--- src/rtl/uart_threshold_bank.sv ---
// uart_threshold_bank: UART-driven bank of saturating threshold registers.
// Single-byte ASCII commands select a channel ('A'+k), step its value up ('w') or
// down ('s'), read it back ('r') or restore its default ('d'). Each accepted command
// is echoed, and for value commands the channel value is then sent LSB-first.
module uart_threshold_bank #(
    parameter int unsigned NUM_CH = 7,
    parameter int unsigned WIDTH  = 16,
    parameter bit          SIGNED = 1'b1,
    // Packed per-channel limits, channel k at [k*WIDTH +: WIDTH] (ch6 is leftmost).
    parameter logic [NUM_CH*WIDTH-1:0] CH_MIN = {
        16'hFFF4, 16'd32, 16'hFFF4, 16'd32, 16'hFFF4, 16'd32, 16'd50
    },
    parameter logic [NUM_CH*WIDTH-1:0] CH_MAX = {
        16'd27, 16'd50, 16'd27, 16'd50, 16'd27, 16'd50, 16'd5000
    },
    parameter logic [NUM_CH*WIDTH-1:0] CH_STEP = {
        16'd1, 16'd1, 16'd1, 16'd1, 16'd1, 16'd1, 16'd50
    },
    parameter logic [NUM_CH*WIDTH-1:0] CH_DEFAULT = {
        16'd16, 16'd35, 16'd16, 16'd35, 16'd16, 16'd35, 16'd2550
    }
) (
    input  logic                    i_clk,
    input  logic                    i_rst_n,
    input  logic [7:0]              i_rx_data,
    input  logic                    i_rx_valid,
    input  logic                    i_tx_idle,
    output logic [7:0]              o_tx_data,
    output logic                    o_tx_start,
    output logic [NUM_CH*WIDTH-1:0] o_th_flat,
    output logic [4:0]              o_sel,
    output logic                    o_busy,
    output logic                    o_rx_drop
);

    localparam int unsigned NBYTES    = (WIDTH + 7) / 8;
    localparam int unsigned EXT_W     = NBYTES * 8;
    localparam logic [2:0]  LAST_BYTE = 3'(NBYTES - 1);

    localparam logic [7:0] CMD_INC  = 8'h77; // 'w'
    localparam logic [7:0] CMD_DEC  = 8'h73; // 's'
    localparam logic [7:0] CMD_READ = 8'h72; // 'r'
    localparam logic [7:0] CMD_DEF  = 8'h64; // 'd'
    localparam logic [7:0] CHAR_A   = 8'h41; // 'A'

    typedef enum logic [2:0] {StIdle, StEcho, StGap, StUpdate, StSend} state_e;

    state_e                  r_state;
    logic [NUM_CH*WIDTH-1:0] r_th;
    logic [4:0]              r_sel;
    logic [7:0]              r_cmd;
    logic                    r_is_sel;   // current sequence is a channel select
    logic                    r_in_send;  // GAP belongs to the value-send phase
    logic [2:0]              r_byte_idx;
    logic                    r_tx_start;
    logic [7:0]              r_tx_data;

    logic [7:0]       w_off;
    logic             w_is_chan;
    logic             w_is_op;
    logic             w_busy;
    logic [31:0]      w_base;
    logic [WIDTH-1:0] w_cur;
    logic [WIDTH-1:0] w_min;
    logic [WIDTH-1:0] w_max;
    logic [WIDTH-1:0] w_step;
    logic [WIDTH-1:0] w_def;
    logic [WIDTH:0]   w_cur_x;
    logic [WIDTH:0]   w_min_x;
    logic [WIDTH:0]   w_max_x;
    logic [WIDTH:0]   w_step_x;
    logic [WIDTH:0]   w_sum;
    logic [WIDTH:0]   w_diff;
    logic [WIDTH:0]   w_hi_lim;
    logic [WIDTH:0]   w_lo_lim;
    logic [WIDTH-1:0] w_new;
    logic [EXT_W-1:0] w_ext;
    logic [7:0]       w_byte;

    // Command decode of the received byte
    assign w_off     = i_rx_data - CHAR_A;
    assign w_is_chan = (i_rx_data >= CHAR_A) && (32'(w_off) < NUM_CH);
    assign w_is_op   = (i_rx_data == CMD_INC) || (i_rx_data == CMD_DEC) ||
                       (i_rx_data == CMD_READ) || (i_rx_data == CMD_DEF);

    // Selected channel's current value and limits
    assign w_base = 32'(r_sel) * WIDTH;
    assign w_cur  = r_th[w_base +: WIDTH];
    assign w_min  = CH_MIN[w_base +: WIDTH];
    assign w_max  = CH_MAX[w_base +: WIDTH];
    assign w_step = CH_STEP[w_base +: WIDTH];
    assign w_def  = CH_DEFAULT[w_base +: WIDTH];

    // One extra bit (sign- or zero-extended) keeps the saturation math from wrapping
    assign w_cur_x  = {SIGNED & w_cur[WIDTH-1], w_cur};
    assign w_min_x  = {SIGNED & w_min[WIDTH-1], w_min};
    assign w_max_x  = {SIGNED & w_max[WIDTH-1], w_max};
    assign w_step_x = {SIGNED & w_step[WIDTH-1], w_step};
    assign w_sum    = w_cur_x + w_step_x;
    assign w_diff   = w_cur_x - w_step_x;
    assign w_hi_lim = w_max_x - w_step_x;
    assign w_lo_lim = w_min_x + w_step_x;

    // Next value of the selected channel for the latched command
    always_comb begin
        w_new = w_cur;
        case (r_cmd)
            CMD_INC: w_new = ($signed(w_cur_x) > $signed(w_hi_lim)) ? w_max : w_sum[WIDTH-1:0];
            CMD_DEC: w_new = ($signed(w_cur_x) < $signed(w_lo_lim)) ? w_min : w_diff[WIDTH-1:0];
            CMD_DEF: w_new = w_def;
            default: w_new = w_cur;
        endcase
    end

    // Byte to transmit: value padded to whole bytes, sign- or zero-filled
    always_comb begin
        w_ext            = (SIGNED && w_cur[WIDTH-1]) ? '1 : '0;
        w_ext[WIDTH-1:0] = w_cur;
        w_byte           = w_ext[{r_byte_idx, 3'b000} +: 8];
    end

    // Command sequencer, threshold storage and registered transmit outputs
    always_ff @(posedge i_clk or negedge i_rst_n) begin
        if (!i_rst_n) begin
            r_state    <= StIdle;
            r_th       <= CH_DEFAULT;
            r_sel      <= '0;
            r_cmd      <= '0;
            r_is_sel   <= 1'b0;
            r_in_send  <= 1'b0;
            r_byte_idx <= '0;
            r_tx_start <= 1'b0;
            r_tx_data  <= '0;
        end else begin
            r_tx_start <= 1'b0;
            unique case (r_state)
                StIdle: begin
                    if (i_rx_valid && w_is_chan) begin
                        r_sel     <= w_off[4:0];
                        r_cmd     <= i_rx_data;
                        r_is_sel  <= 1'b1;
                        r_in_send <= 1'b0;
                        r_state   <= StEcho;
                    end else if (i_rx_valid && w_is_op) begin
                        r_cmd     <= i_rx_data;
                        r_is_sel  <= 1'b0;
                        r_in_send <= 1'b0;
                        r_state   <= StEcho;
                    end
                end
                StEcho: begin
                    if (i_tx_idle) begin
                        r_tx_start <= 1'b1;
                        r_tx_data  <= r_cmd;
                        r_state    <= StGap;
                    end
                end
                StGap: begin
                    // tx_idle is not looked at here: the transmitter lags by a cycle
                    if (!r_in_send) begin
                        r_state <= r_is_sel ? StIdle : StUpdate;
                    end else if (r_byte_idx == LAST_BYTE) begin
                        r_in_send <= 1'b0;
                        r_state   <= StIdle;
                    end else begin
                        r_byte_idx <= r_byte_idx + 3'd1;
                        r_state    <= StSend;
                    end
                end
                StUpdate: begin
                    r_th[w_base +: WIDTH] <= w_new;
                    r_byte_idx            <= '0;
                    r_in_send             <= 1'b1;
                    r_state               <= StSend;
                end
                StSend: begin
                    if (i_tx_idle) begin
                        r_tx_start <= 1'b1;
                        r_tx_data  <= w_byte;
                        r_state    <= StGap;
                    end
                end
                default: r_state <= StIdle;
            endcase
        end
    end

    assign w_busy     = (r_state != StIdle);
    assign o_busy     = w_busy;
    assign o_rx_drop  = i_rx_valid & w_busy;
    assign o_tx_start = r_tx_start;
    assign o_tx_data  = r_tx_data;
    assign o_th_flat  = r_th;
    assign o_sel      = r_sel;

endmodule
--- config.mk ---
export PLATFORM = sky130hd
export DESIGN_NAME = uart_threshold_bank
export DESIGN_NICKNAME = d
export VERILOG_FILES = /design/src/rtl/uart_threshold_bank.sv
export SDC_FILE = /design/constraint.sdc
export NUM_CORES = 1
export LEC_CHECK = 0
export ABC_AREA = 1
export CAP_MARGIN = 20
export CORE_AREA = 2 2 169 171
export CTS_CLUSTER_SIZE = 30
export DETAILED_ROUTE_END_ITERATION = 16
export DIE_AREA = 0 0 171 173
export SLEW_MARGIN = 20
export SYNTH_ARGS = -nofsm -noshare
export SYNTH_HDL_FRONTEND = slang
export SYNTH_SLANG_ARGS = --single-unit
--- constraint.sdc ---
create_clock -name i_clk -period 7.3 [get_ports i_clk]
set_input_delay 2.19 -clock i_clk [delete_from_list [all_inputs] [get_ports i_clk]]
set_output_delay 2.19 -clock i_clk [all_outputs]
set_load 0.01 [all_outputs]
Yosys cells after proc, flatten, opt, wreduce, memory -nomap -nowiden --
Cells that the tools add are included.
Word-level totals: input port bits 12, register bits 142, output and inout port bits 128, word-level logic and storage cells 93
Cells by class: bitwise gates (word level) 1, reduce and logical (&&, ||, !) cells 19, mux-type cells 27, eq/ne operators 18, add/subtract/negate cells 7, shift-type cells 8, magnitude comparators 4
Operator list (count):
- indexed part select 112 x 10 -> 16 bit (first input constant) | 4
- bitwise mux 112 bit | 1
- variable shift 16 x 34 -> 112 bit (first input constant) | 1
- indexed part select 112 x 10 -> 16 bit | 1
- indexed part select 16 x 34 -> 112 bit | 1
- equality test 8 x 7 -> 1 bit (second input constant) | 7
- case mux 16 bit (3 select lines) | 1
- negator 9 -> 34 bit | 1
- 2-to-1 mux 16 bit | 2
- 2-to-1 mux 8 bit | 4
- 2-to-1 mux 3 bit | 7
- adder 16 x 16 -> 17 bit | 1
- > comparator 16 x 17 -> 1 bit | 1
- < comparator 16 x 17 -> 1 bit | 1
- subtractor 16 x 16 -> 17 bit | 1
- adder 16 bit | 1
- case mux 8 bit (2 select lines) | 1
- indexed part select 16 x 7 -> 8 bit | 1
- subtractor 16 bit | 1
- case mux 3 bit (4 select lines) | 1
- >= comparator 8 x 7 -> 1 bit (second input constant) | 1
- < comparator 8 x 3 -> 1 bit (second input constant) | 1
- != test 2 bit (second input constant) | 4
- AND reduction 2 bit | 4
- other kinds (19) | 35

Depth between registers and ports, before layout --
Gate-level depths: netlist of run 1.
depth after elaboration 8, gate-level depth with buffers 32, depth with buffers taken out 31

Worst setup path before layout of run 1 --
No wires, ideal clock.
kind reg2reg, start register r_sel[2], in the netlist o_sel[2], end register r_th[82], in the netlist o_th_flat[82], period minus slack after synthesis 5.169 ns, data arrival time 5.091 ns, data required time 7.222 ns, path slack 2.131 ns, stages on the path, launching flop included 27, cell sequence dfrtp_1 > buf_2 > inv_1 > clkbuf_1 > o311ai_0 > nor2_1 > ha_1 > fa_1 > ha_1 > nor4_1 > a2111oi_0 > ha_1 > ha_1 > a21oi_1 > o21a_1 > o21ai_0 > nand2_1 > nand3_1 > o211ai_1 > nand2_1 > nor2_1 > o21ai_0 > nor2_1 > nor2_1 > nand2_1 > nand4_1 > a21oi_1
Between the ends: longest elaborated chain between the ends 7, elaborated cells on any way between the ends 18, those cells by class add/sub: 5; order compare: 2; shift: 7; mux: 4
RTL lines:
- start, declared | line 50 | logic [4:0] r_sel;
- start signal, assigned | line 139 | r_sel <= w_off[4:0];
- indexed part select 112 x 10 -> 16 bit (on tied branches) | line 89, 90, 91
- adder 16 x 16 -> 17 bit or subtractor 16 x 16 -> 17 bit (tied branches) | line 102, 101
- < comparator 16 x 17 -> 1 bit or > comparator 16 x 17 -> 1 bit (tied branches) | line 109, 108
- 2-to-1 mux 16 bit (on tied branches) | line 109, 108
- case mux 16 bit (3 select lines) | line 107 | case (r_cmd)
- indexed part select 16 x 34 -> 112 bit | line 171 | r_th[w_base +: WIDTH] <= w_new;
- bitwise mux 112 bit * | line 171
- end signal, assigned by index | line 171
- end, declared | line 49 | logic [NUM_CH*WIDTH-1:0] r_th;
Mark *: on every way between the ends. The rest lies on a longest branch, timed or not. A chain may end at the register's enable or synchronous reset.

Worst setup path after layout of run 1 --
start register r_sel[3], in the netlist o_sel[3], end register r_th[34], in the netlist o_th_flat[34]
The elaborated chain is that of the path after synthesis.

==> results by stage, run 1 <==
Logic synthesis:
- The adder-cell area share of the yosys netlist is 8.461%.
- By area the synthesized netlist is led by dfrtp_1 30%, nand2_1 12%, ha_1 7.7%.
- Dividing the synthesized area by the synthesized cell count gives 7.351 um^2.
- The Yosys step of the flow raised 0 warnings.
- The async set-reset flop share out of synthesis is 100.0%.
- The synthesized design contains 142 register bits.
- The xor and xnor area share after synthesis is 1.126%.
- The gate count of the mapped netlist is 1,376.
- In this run, synthesis inferred 0 flip-flops with an integrated enable.
- Synthesis produced a netlist with a net count of 1,454.
- The portion of netlist area occupied by mux cells is 0%.
- Summing the areas of all and, or, nand and nor instances in the mapped netlist gives 32.94% of the synthesized area.
- The synthesized design devotes to its leading area cell type 30.18% of total area.
- Of all cell types, the one taking the most synthesized area is dfrtp_1.
- The mapped netlist covers 10,110 um^2.
- The share of the synthesized area in compound gates (AO/OA/AOI/OAI) is 14.08%.
- Synthesis instantiated 57 different standard cells from the library.
- The most used flip-flop cell after synthesis is dfrtp_1.
- The combinational family with the most area after synthesis is simple AND/OR/NAND/NOR gates.
- The sequential-to-total area share from yosys stat is 35.38%.

Floorplan:
- The overall die height is 173 um.
- The starting density of the core is 36.61%.
- The die covers 29,580 um^2.
- The number of core rows is 61.
- The floorplan step set the die width to 171 um.
- The number of top-level pins is 140.
- In this run the standard cell core region covers 27,630 um^2.

Routing:
- For this block, the via count after detailed routing is 10,140.
- The number of DRC violations after detailed routing is 0.
- Using the TritonRoute via totals, the vias-per-cell ratio works out to 5.392.
- The number of design-rule violations left by the first detailed-router iteration is 1,027.
- Dividing the detail-routed wire length by the instance count gives 19.33 um.
- The number of nets with antenna violations after routing is 0.
- The number of detailed-route iterations in the first pass is 6.
- After detailed routing, the total wire length is 36,370 um.

Worst setup path:
- The largest single stage delay on the critical path is 0.68 ns.
- For this design, the slowest cell found on the critical path is a2111oi_0.
- The worst setup path is captured at a register.
- The type of the setup path with the least slack is reg2reg.
- The required arrival time at the worst endpoint is 7.66 ns.
- The startpoint type of the worst setup path is a register.
- The signal arrival time at the worst endpoint is 6.43 ns.
- In this run the worst path has a maximum fanout of 19.

Worst hold path:
- The worst hold path belongs to the class reg2reg.

GRT:
- The maximum number of pins on one net before global-route repair is 89.
- The global-route congestion overflow total is 0.
- The via count of the first global-routing pass is 9,533.
- In the global route stage, overall resource usage came out at 24.69%.
- The first-pass GRT wire length is 56,640 um.
- The initial antenna violation count is 0.

Cells and area:
- The post-synthesis to final-layout area growth is 22.48%.
- The number of diodes is 0.
- The final non-filler cell total is 1,881.
- The fraction of layout instances using a drive strength above 1 is 10.78%.
- In the final design database the tool counted 1,568 nets.
- At the end of the flow the core is filled with cells to 44.84%.

Timing:
- The post-route fraction of the period consumed by the critical path is 83.15%.
- The clock arrives with 0.01537 ns of skew.
- The hold violation total from the final report was 0.
- The count of endpoints failing setup in the final report is 0.
- Setup repair after global routing left no endpoint under its margin.
- The time the final worst path needs with I/O delays and setup is 6.070 ns.
- The final count of pins violating max slew is 0.
- The top achievable clock speed is 0.1648 GHz.
- The relative slew slack is 40.83%.
- The slew at the pin closest to its max-slew limit is 0.8846 ns.
- Setup total negative slack on the finished layout was measured at 0 ns.

Clock network:
- The clock latency on the worst-skew pair is 0.44 ns.
- The number of buffers between clock root and the deepest sink is 2.
- The quantity of gates resized following cts is 0.
- TritonCTS created 17 clock buffers.
- The post-CTS setup-driven buffer insertion count is 0.
- The clock tree from TritonCTS is yes.
- For this design, the CTS-stage hold fixing added 0 buffers.
- The H-tree was split into 4 levels.
- The root buffer cell chosen for the clock tree is clkbuf_16.
- The clock transition at the registers of the reported paths is 0.07 ns.
- The number of sinks driven by the clock tree is 142.

Placement:
- Buffers placed on the I/O ports in this run total 139.
- The number of cells after detailed placement is 1,847.
- The final estimated routing congestion in global placement is 0.9543.
- The detailed placer's ending HPWL is 26,940 um.

Pwr:
- IR analysis of the VDD net gives a maximum drop of 189.4 uV.
- The static leakage is 5.618 nW.
- The overall power is 6.569 mW.
- Power spread over the standard cell area amounts to 530.3 nW/um^2.

Run:
- The number of max-cap violations is 0.

Run status:
- The flow ran to the end, and the final reports show no timing, DRC or antenna violations.
## flip-flops by register name, indices dropped and copies added, names as in the netlist
| signal | cells |
|---|---|
| o_th_flat | 112 |
| o_tx_data | 8 |
| r_cmd | 8 |
| o_sel | 5 |
| r_byte_idx | 3 |
| r_state | 3 |
| o_tx_start | 1 |
| r_in_send | 1 |
| r_is_sel | 1 |
## routing by layer
layer  GRT usage [%]  share of wire (%)
met5               0                  0
met3           4.578                7.8
met4           6.179                1.8
met2           37.60                 45
met1           35.99                 46
## layout by cell type, fill, tap and decap left out, types with 12 or more instances in the layout
master,instances
clkdlybuf4s50_1,138
nor2_2,16
ha_1,62
a21oi_1,132
o21ai_1,32
nand2_2,13
nand4_1,37
clkbuf_16,17
dfstp_2,20
nand3_1,104
nand2_1,327
o21ai_0,39
dfrtp_1,122
nor2_1,152
buf_4,15
inv_2,17
xor2_1,12
nor3_1,13
inv_1,107
## per-stage QoR
stage | setup WS, ns | cell area, um^2 | hold slack, ns
floorplan | 2.131 | 10110 | 0.4426
global placement | 1.559 | 11770 | 0.4662
detailed placement | 1.399 | 11790 | 0.4756
CTS | 1.372 | 12370 | 0.4924
global route | 0.7090 | 12390 | 0.5050
finish | 1.230 | 12390 | 0.4953
## power by group
group	leakage [nW]	switching (mW)	internal (mW)
clock	0.276	0.422	0.454
combinational	3.53	2.88	1.54
sequential	1.82	0.239	1.04
## logic make-up after synthesis
| logic type | after synthesis |
|---|---|
| compound gates | 255 |
| xor+xnor | 13 |
| fa+ha+maj | 66 |
| buf+inv | 188 |
| flops | 142 |
| simple gates | 712 |
## final timing paths
kind	start	end	slack, ns	cells past startpoint
worst max-delay path	o_sel[3]	o_th_flat[34]	1.23	27
worst min-delay path	r_cmd[4]	r_cmd[4]	0.50	2
worst max register to register	o_sel[3]	o_th_flat[34]	1.23	27
worst min register to register	r_cmd[4]	r_cmd[4]	0.50	2
max in group asynchronous	i_rst_n	r_byte_idx[2]	4.17	2
min in group asynchronous	i_rst_n	o_th_flat[10]	1.80	1
## synthesized netlist by cell type, drive strengths merged, types with 4 or more instances
library cell,count
dfstp,20
clkbuf,22
xor2,12
nor3,15
ha,62
a21oi,135
nor2,179
a211oi,5
o211ai,8
dfrtp,122
nand2,343
nor4,4
a2bb2oi,5
nand4,49
buf,40
inv,125
or2,4
a22oi,5
o21ai,71
a31oi,7
nand3,112
fa,4
## cell type report
cell class	instances	area, um^2
clock buffer	17	425.4
timing repair buffer	157	1549
tap	378	473.0
inverter	126	475.5
multi-input combinational	1046	5738
fill	2847	15240
sequential	142	3578
clock inverter	15	148.9
## worst max-delay path: cells and delay by family, from the launching register on
kind | cells | cell delay (ns)
simple gates | 11 | 1.94
compound gates | 6 | 1.41
fa+ha+maj | 5 | 1.24
buf+inv | 5 | 0.87
flops | 1 | 0.51
No activity file was read; power rests on OpenSTA's default activity.
==> inputs of run 2 (changes only) <==
==> constraint.sdc (replaced) <==
create_clock -name i_clk -period 6.2 [get_ports i_clk]
set_input_delay 1.86 -clock i_clk [delete_from_list [all_inputs] [get_ports i_clk]]
set_output_delay 1.86 -clock i_clk [all_outputs]
set_load 0.01 [all_outputs]
==> run 2 against run 1 <==
Net effect: sequential share of layout area down 0.13 points; largest power group unchanged; global-route usage up 0.14 points; total power up 18%; clock-buffer cell count up 1; critical path type unchanged.
==> results by stage, run 2 (same netlist as run 1, synthesis figures left out) <==
Run status:
- Outcome: finished clean (unchanged).

Clock network:
- The post-CTS setup-driven buffer insertion count came to 0 (unchanged).
- The quantity of gates resized following cts is 0 (unchanged).
- The clock transition at the registers of the reported paths was 0.07 ns (about the same).
- The clock buffer count from CTS is 17 (unchanged).
- The quantity of hold-fixing buffers added after cts is 0 (unchanged).
- The number of buffers between clock root and the deepest sink is 2 (unchanged).
- The CTS root buffer is clkbuf_16 (unchanged).
- The number of sinks driven by the clock tree is 142 (unchanged).
- The clock latency on the worst-skew pair was 0.44 ns (about the same).
- The H-tree depth reported by CTS is 4 (unchanged).
- The clock tree from TritonCTS is yes (unchanged).

Routing:
- The average wire length per cell after detail routing is 19.24 um (was 19.33 um).
- The detail-routed via count per cell is 5.400 (was 5.392).
- The number of DRC violations after detailed routing is 0 (unchanged).
- The total routed wirelength is 36,390 um (was 36,370 um).
- The number of nets with antenna violations after routing is 0 (unchanged).
- The number of detailed-route iterations in the first pass was 5 (was 6).
- The vias after detailed routing was 10,210 (was 10,140).
- The number of design-rule violations left by the first detailed-router iteration is 1,013 (was 1,027).

Placement:
- The detailed placer's ending HPWL is 26,750 um (was 26,940 um).
- The number of cells after detailed placement is 1,858 (was 1,847).
- The post-place setup slack is 0.5501 ns (was 1.399 ns).
- The final estimated routing congestion in global placement came to 0.9482 (was 0.9543).
- The post-detailed-placement cell area is 11,850 um^2 (was 11,790 um^2).
- The quantity of I/O buffers inserted on ports is 139 (unchanged).

Cells and area:
- The fraction of layout instances using a drive strength above 1 is 11.44% (was 10.78%).
- The fraction of the core area covered by cells at the end of the flow is 45.05% (was 44.84%).
- The area of all placed cells without fillers is 12,450 um^2 (was 12,390 um^2).
- The final non-filler cell total was 1,891 (was 1,881).
- Commonest cells after routing, fill and taps aside: 326 x nand2_1, 151 x nor2_1, 138 x clkdlybuf4s50_1 (was 327 x nand2_1, 152 x nor2_1, 138 x clkdlybuf4s50_1).
- The most common cell after layout, fill and taps aside is nand2_1 (unchanged).
- The number of flip-flops under the largest register name is 112 (unchanged).
- The number of nets in the layout was 1,577 (was 1,568).
- The post-synthesis to final-layout area growth is 23.05% (was 22.48%).

Timing:
- The final count of pins violating max slew came to 0 (unchanged).
- The hold violation total from the final report is 0 (unchanged).
- The time the final worst path needs with I/O delays and setup is 5.719 ns (was 6.070 ns).
- The accumulated negative setup slack is 0 ns (unchanged).
- The final worst slack is 0.4812 ns (was 1.230 ns).
- The relative slew slack is 39.09% (was 40.83%).
- RSZ-0062 raised after global routing: no (unchanged).
- The count of endpoints failing setup in the final report is 0 (unchanged).
- The post-route fraction of the period consumed by the critical path came to 92.24% (was 83.15%).
- The slew at the pin closest to its max-slew limit is 0.9067 ns (was 0.8846 ns).
- The clock skew is 0.01653 ns (was 0.01537 ns).
- The top achievable clock speed is 0.1749 GHz (was 0.1648 GHz).
- The worst hold margin is 0.4912 ns (was 0.4953 ns).

GRT:
- The initial antenna violation count was 0 (unchanged).
- The maximum number of pins on one net before global-route repair was 58 (was 89).
- The first-pass GRT wire length is 56,880 um (was 56,640 um).
- The total track usage was 24.84% (was 24.69%).
- The via count of the first global-routing pass is 9,669 (was 9,533).
- The global-route congestion overflow total is 0 (unchanged).

Run:
- The number of max-cap violations is 0 (unchanged).

Floorplan:
- The overall die height is 173 um (unchanged).
- The core region area is 27,630 um^2 (unchanged).
- The number of top-level pins is 140 (unchanged).
- The die extent in x came to 171 um (unchanged).
- The starting density of the core is 36.61% (unchanged).
- The number of core rows is 61 (unchanged).
- The die area is 29,580 um^2 (unchanged).

Worst setup path:
- The critical register-to-register path endpoint is o_th_flat[56] (was o_th_flat[34]).
- The startpoint type of the worst setup path is a register (unchanged).
- The critical path endpoint category is a register (unchanged).
- The source of the critical timing path is o_sel[4] (was o_sel[3]).
- The startpoint of the most critical register-to-register path is o_sel[4] (was o_sel[3]).
- The peak fanout along the critical path came to 9 (was 19).
- The required arrival time at the worst endpoint is 6.55 ns (was 7.66 ns).
- The capture point of the critical path was o_th_flat[56] (was o_th_flat[34]).
- The type of the setup path with the least slack is reg2reg (unchanged).
- The signal arrival time at the worst endpoint is 6.07 ns (was 6.43 ns).
- The depth of the most critical reg-to-reg path is 26 (was 27).
- The setup slack of the worst register-to-register path is 0.48 ns (was 1.23 ns).

Pwr:
- The overall power was 7.736 mW (was 6.569 mW).
- The worst vdd rail ir drop is 235.4 uV (was 189.4 uV).
- The static leakage was 5.651 nW (was 5.618 nW).
- The power density over cell area is 621.6 nW/um^2 (was 530.3 nW/um^2).

Worst hold path:
- The classification of the worst-slack hold path is reg2reg (unchanged).
==> run 2: layout make-up <==
type	instances	area, um^2
diodes	1	2.502
clock buffers	18	439.2
clock inverters	14	145.1
fillers	2837	15180
inverters	126	475.5
multi-input cells	1046	5737
flip-flops and latches	142	3578
well taps	378	473.0
repair buffers	166	1595
==> run 2: power breakdown <==
group	internal, mW	switching, mW	leakage, nW
Combinational	1.83	3.34	3.55
Sequential	1.23	0.288	1.82
Clock	0.547	0.498	0.281
Total	3.61	4.13	5.65
==> run 2: metal layers <==
layer	global-route usage (%)	wire length, um	vias up	share of wire [%]
met5	0	0	-	0
met4	5.897	592	0	1.6
met3	4.761	2673	46	7.3
met2	37.53	16210	437	45
met1	36.48	16910	4880	46
li1	-	-	4848	-
==> run 2: how the worst min path moves through the flow <==
stage	startpoint	to	slack [ns]	cells after the start
after detailed placement	r_cmd[6]	r_cmd[6]	0.48	2
final	o_th_flat[49]	o_th_flat[49]	0.49	2
after CTS	o_th_flat[49]	o_th_flat[49]	0.49	2
after global placement	r_cmd[6]	r_cmd[6]	0.46	2
after floorplan	r_is_sel	r_is_sel	0.44	2
after global routing	o_th_flat[49]	o_th_flat[49]	0.50	2
==> run 2: critical path, stage by stage (launching register included) <==
cell	delay, ns
dfrtp_1	0.50
inv_2	0.17
nand2_1	0.10
nor2_1	0.28
inv_2	0.15
nor2_1	0.11
buf_4	0.15
inv_1	0.10
ha_1	0.22
fa_1	0.43
ha_1	0.23
nor4_1	0.34
a2111oi_1	0.14
ha_1	0.30
ha_1	0.31
a21oi_1	0.18
o21a_1	0.13
o21ai_0	0.08
nand2_1	0.09
nand3_1	0.07
o211ai_1	0.09
nand2_1	0.24
a21oi_1	0.43
a21oi_1	0.15
nand2_1	0.14
nand4_1	0.27
o21ai_1	0.22
